File: config.mk
export PLATFORM = sky130hd
export DESIGN_NAME = spi_fifo_ctrl
export DESIGN_NICKNAME = d
export VERILOG_FILES = /design/src/rtl/spi_fifo_ctrl.sv
export SDC_FILE = /design/constraint.sdc
export NUM_CORES = 1
export LEC_CHECK = 0
export CAP_MARGIN = 30
export CORE_UTILIZATION = 60
export DETAILED_ROUTE_END_ITERATION = 10
export GPL_TIMING_DRIVEN = 0
export PLACE_DENSITY = 0.82
export SLEW_MARGIN = 20
export SYNTH_ARGS = -nofsm -noshare
export SYNTH_HDL_FRONTEND = slang
export SYNTH_SLANG_ARGS = --single-unit
File: constraint.sdc
create_clock -name clk_i -period 6 [get_ports clk_i]
set_clock_uncertainty 0.2 [all_clocks]
set_input_delay 1.2 -clock clk_i [delete_from_list [all_inputs] [get_ports clk_i]]
set_output_delay 1.2 -clock clk_i [all_outputs]
set_load 0.01 [all_outputs]
File: src/rtl/spi_fifo_ctrl.sv
// Parametrised single-clock SPI data FIFO with fill level, almost-full/empty and sticky error flags.
// Define SPI_FIFO_FWFT_EN for first-word-fall-through reads; the default is a registered one-cycle read.
module spi_fifo_ctrl #(
  parameter  int DATA_WIDTH    = 8,
  parameter  int FIFO_DEPTH    = 16,
  parameter  int AFULL_THRESH  = FIFO_DEPTH - 2,
  parameter  int AEMPTY_THRESH = 2,
  localparam int LVL_W         = $clog2(FIFO_DEPTH + 1)
) (
  input  logic                  clk_i,
  input  logic                  rst_ni,
  input  logic                  clr_i,
  input  logic [DATA_WIDTH-1:0] data_i,
  input  logic                  wr_i,
  input  logic                  rd_i,
  output logic [DATA_WIDTH-1:0] data_o,
  output logic                  rvalid_o,
  output logic                  full_o,
  output logic                  empty_o,
  output logic                  almost_full_o,
  output logic                  almost_empty_o,
  output logic [LVL_W-1:0]      level_o,
  output logic                  overflow_o,
  output logic                  underflow_o
);

  localparam int PTR_W = $clog2(FIFO_DEPTH);
  localparam logic [PTR_W-1:0] PTR_LAST = PTR_W'(FIFO_DEPTH - 1);
  localparam logic [LVL_W-1:0] LVL_FULL = LVL_W'(FIFO_DEPTH);
  localparam logic [LVL_W-1:0] LVL_AF   = LVL_W'(AFULL_THRESH);
  localparam logic [LVL_W-1:0] LVL_AE   = LVL_W'(AEMPTY_THRESH);

  logic [DATA_WIDTH-1:0] mem [FIFO_DEPTH];
  logic [PTR_W-1:0]      wr_ptr;
  logic [PTR_W-1:0]      rd_ptr;
  logic [LVL_W-1:0]      level;
  logic                  rd_acc;
  logic                  wr_acc;

  assign empty_o        = (level == '0);
  assign full_o         = (level == LVL_FULL);
  assign almost_full_o  = (level >= LVL_AF);
  assign almost_empty_o = (level <= LVL_AE);
  assign level_o        = level;

  // A flush cycle swallows both requests, so acceptance is gated by clr_i here.
  assign rd_acc = rd_i && !empty_o && !clr_i;
  assign wr_acc = wr_i && (!full_o || rd_acc) && !clr_i;

  always_ff @(posedge clk_i) begin
    if (wr_acc) begin
      mem[wr_ptr] <= data_i;
    end
  end

  always_ff @(posedge clk_i or negedge rst_ni) begin
    if (!rst_ni) begin
      wr_ptr      <= '0;
      rd_ptr      <= '0;
      level       <= '0;
      overflow_o  <= 1'b0;
      underflow_o <= 1'b0;
    end else if (clr_i) begin
      wr_ptr      <= '0;
      rd_ptr      <= '0;
      level       <= '0;
      overflow_o  <= 1'b0;
      underflow_o <= 1'b0;
    end else begin
      if (wr_acc) begin
        wr_ptr <= (wr_ptr == PTR_LAST) ? '0 : wr_ptr + PTR_W'(1);
      end
      if (rd_acc) begin
        rd_ptr <= (rd_ptr == PTR_LAST) ? '0 : rd_ptr + PTR_W'(1);
      end
      case ({wr_acc, rd_acc})
        2'b10:   level <= level + LVL_W'(1);
        2'b01:   level <= level - LVL_W'(1);
        default: level <= level;
      endcase
      if (wr_i && !wr_acc) begin
        overflow_o <= 1'b1;
      end
      if (rd_i && empty_o) begin
        underflow_o <= 1'b1;
      end
    end
  end

`ifdef SPI_FIFO_FWFT_EN
  assign data_o   = mem[rd_ptr];
  assign rvalid_o = !empty_o;
`else
  always_ff @(posedge clk_i or negedge rst_ni) begin
    if (!rst_ni) begin
      data_o   <= '0;
      rvalid_o <= 1'b0;
    end else if (clr_i) begin
      rvalid_o <= 1'b0;
    end else begin
      rvalid_o <= rd_acc;
      if (rd_acc) begin
        data_o <= mem[rd_ptr];
      end
    end
  end
`endif

endmodule
==> key figures <==
Final layout
  – Fin util: between 70 and 80%
  – Fillers: 627
  – Layout Nets: 422
  – P&R area growth vs syn: 16.2%
  – Diodes inserted: 0
  – Share of cells above drive strength 1: 24.0%

Clocking
  – Num CTS Buffers: 17
  – CTS Hold Bufs: 0
  – CTS tree: yes
  – CTS Root Cell: clkbuf_8
  – Latest clock arrival within the worst-skew pair: 0.53 ns
  – Clock-pin slew on the worst setup and hold paths: roughly 0.060 ns
  – Clk buf depth: 2
  – Setup Fix Bufs, Post-CTS: 0
  – H-tree Lvls: 4
  – # resized after CTS: 0
  – Clock sinks: 152

Worst setup path
  – Crit path required time: 4.60 ns
  – Arr. time, crit path: ~2.3 ns
  – Crit-path max FO: 8
  – CP Capture Point: full_o
  – Reg2Reg Setup Slack: roughly 2.7 ns
  – Crit. End Element: primary output
  – Critical Path Start: level_o[1]
  – CP Launch Type: register
  – Crit path kind: register to primary output
  – Critical R2R Launch: level_o[3]
  – Reg2reg end: level_o[4]
  – FF-to-FF path depth: 13

Logic synthesis
  – Main synth FF type: edfxtp_1
  – Post-synth EDFFs: 128
  – Largest cells by area after synthesis: edfxtp_1 61%, mux4_2 11%, dfrtp_1 9.5%
  – Synth area leader: edfxtp_1
  – Sequential fraction of the synthesis area: 70.2%
  – Synth warn: 0
  – Syn_area_per_cell: ~18 um^2
  – Yosys top cell area share: 60.7%
  – FFs w/ async S/R, synth: approximately 16%
  – Synth cell count leaders: 128 x edfxtp_1, 32 x mux4_2, 29 x nor2_1, 24 x dfrtp_1, 20 x nand2_1
  – Mapped Area: 6330 um^2
  – Seq cells post-synth: 152
  – Count leader, synth: edfxtp_1
  – Mapped Cells: 350
  – Post-synth cell types: 44
  – Syn_nets: 372

Routing
  – Wire length on met3: 926 um
  – Final ANT Viol Nets: 0
  – Pre-antenna DRT Iters: 5
  – DRC viols: 0
  – Vias after detailed routing: 3356
  – Vias per cell: 6.11
  – Starting DRC count in detailed routing: 325
  – Top routing layer in use: met4
  – DRT Wirelength: 12700 um
  – Routed WL per cell: 23.1 um
  – Met1 WL: ~4800 um
  – Metal2 WL: 6600 um

STA
  – Fmax: 272 MHz
  – Worst hold slack: 0.299 ns
  – Max-slew violations: 0
  – Crit path time final: 3.68 ns
  – Tcrit/Tclk final: 61.4%
  – Slew @ Worst Pin: ~1.0 ns
  – Slew HR: between 30% and 40%
  – Finish-stage setup viols: 0
  – Unrepaired setup endpoints after global routing: no
  – Final Hold Viols: 0
  – Final setup margin: between 2 and 2.5 ns
  – Setup TNS: 0 ns

Die
  – # rows: 37
  – Die area: 11000 um^2
  – Core Footprint: ~10000 um^2
  – I/O pins: 33
  – Initial core utilization: a little over 60%
  – Die height: 105 um
  – Die width: approximately 100 um

Placed design
  – Port bufs: 30
  – DP Wirelength: 8200 um
  – Placement Setup Slack: 1.84 ns
  – GPL Wtd Cong: 0.801

Job
  – Max cap viols: 0

Hold path
  – Worst hold path type: register to register

GRT
  – Grt ovf: 0
  – Vias in the first global route: around 3500
  – First-pass GRT wire length: 19600 um
  – Pin count of the biggest net entering global routing: 25
  – Total GRT Usage: 25.5%
  – Initial antenna violation count: 0

Status
  – Status: finished, final reports clean

Power and ir drop
  – Power per cell area: 376 nW/um^2
  – Pleak: 2.45 nW
  – Pwr Total: 2.77 mW
  – Worst VDD drop: approximately 280 uV
-- placed cells by master (no fill, tap or decap), drive strengths merged --
cell / netlist / routed
mux2i: 19 / 19
or4: 1 / 1
a31oi: 2 / 2
inv: 9 / 15
clkdlybuf4s50: 0 / 29
a22oi: 1 / 1
o31ai: 1 / 1
mux4: 32 / 32
o21bai: 3 / 3
mux2: 2 / 2
nor4: 3 / 3
clkbuf: 7 / 25
clkinvlp: 0 / 3
nor2: 29 / 29
nand2: 21 / 21
ha: 8 / 8
o21ai: 2 / 2
nand2b: 4 / 4
a32oi: 1 / 1
a211oi: 1 / 1
o221ai: 8 / 8
a21o: 3 / 3
a31o: 1 / 1
a21oi: 9 / 9
xnor2: 2 / 2
clkinv: 0 / 5
and2: 1 / 1
buf: 10 / 12
fa: 1 / 1
or2: 1 / 1
nor3: 7 / 7
xor2: 4 / 4
or3: 3 / 3
edfxtp: 128 / 128
nand3: 1 / 1
dfrtp: 24 / 24
a41oi: 1 / 1
-- worst max-delay path, stage by stage (launching register included) --
cell	delay (ns)
dfrtp_1	0.49
nor4_4	0.50
and2_1	0.23
clkdlybuf4s50_1	0.54
-- where the power goes --
part / total (mW) / switching, mW / internal, mW / leakage, nW
combinational: 0.536 / 0.277 / 0.259 / 0.722
clock: 0.961 / 0.444 / 0.517 / 0.255
sequential: 1.27 / 0.0665 / 1.21 / 1.47
total: 2.77 / 0.788 / 1.98 / 2.45
-- sequential cells by signal (all words and copies together), names as in the netlist --
signal and count:
underflow_o 1, level_o 5, wr_ptr 4, data_o 8, rvalid_o 1, overflow_o 1
rd_ptr 4, mem 128
-- metal layers --
layer / vias to the layer above / track usage, %
met4: 0 / 11.6
met5: - / 0
li1: 1478 / -
met2: 155 / 42.4
met1: 1694 / 31.8
met3: 29 / 6.61
-- layout make-up --
type	count	area (um^2)	share of cell area (%)
multi-input cells	172	1790	24.3
well taps	136	170	2.31
clock inverters	14	114	1.55
inverters	9	36.3	0.493
clock buffers	18	418	5.68
repair buffers	31	303	4.11
plain buffers	17	87.6	1.19
flip-flops and latches	152	4440	60.4
-- worst min-delay path by stage --
| stage | slack (ns) | to | cells after the start | start |
|---|---|---|---|---|
| final | 0.30 | underflow_o | 2 | underflow_o |
| after global routing | 0.32 | data_o[5] | 2 | data_o[5] |
| after CTS | 0.30 | underflow_o | 2 | underflow_o |
| after detailed placement | 0.28 | data_o[5] | 2 | data_o[5] |
| after global placement | 0.28 | data_o[4] | 2 | data_o[4] |
| after floorplan | 0.32 | data_o[0] | 2 | data_o[0] |
-- cell families (layout without fill, tap and decap cells) --
| group | after synthesis | count (layout) | share of synthesized area [%] |
|---|---|---|---|
| flops | 152 | 152 | 70.2 |
| simple gates | 71 | 71 | 5.47 |
| mux | 53 | 53 | 14.7 |
| compound gates | 33 | 33 | 4.94 |
| buf+inv | 26 | 89 | 1.96 |
| fa+ha+maj | 9 | 9 | 1.90 |
| xor+xnor | 6 | 6 | 0.830 |
-- per-stage QoR --
step,std cells,area [um^2]
after floorplan,350,6330
after global placement,516,6800
after detailed placement,516,6820
after CTS,548,7350
after global routing,549,7360
final,549,7360
(Power assumes the default switching activity.)
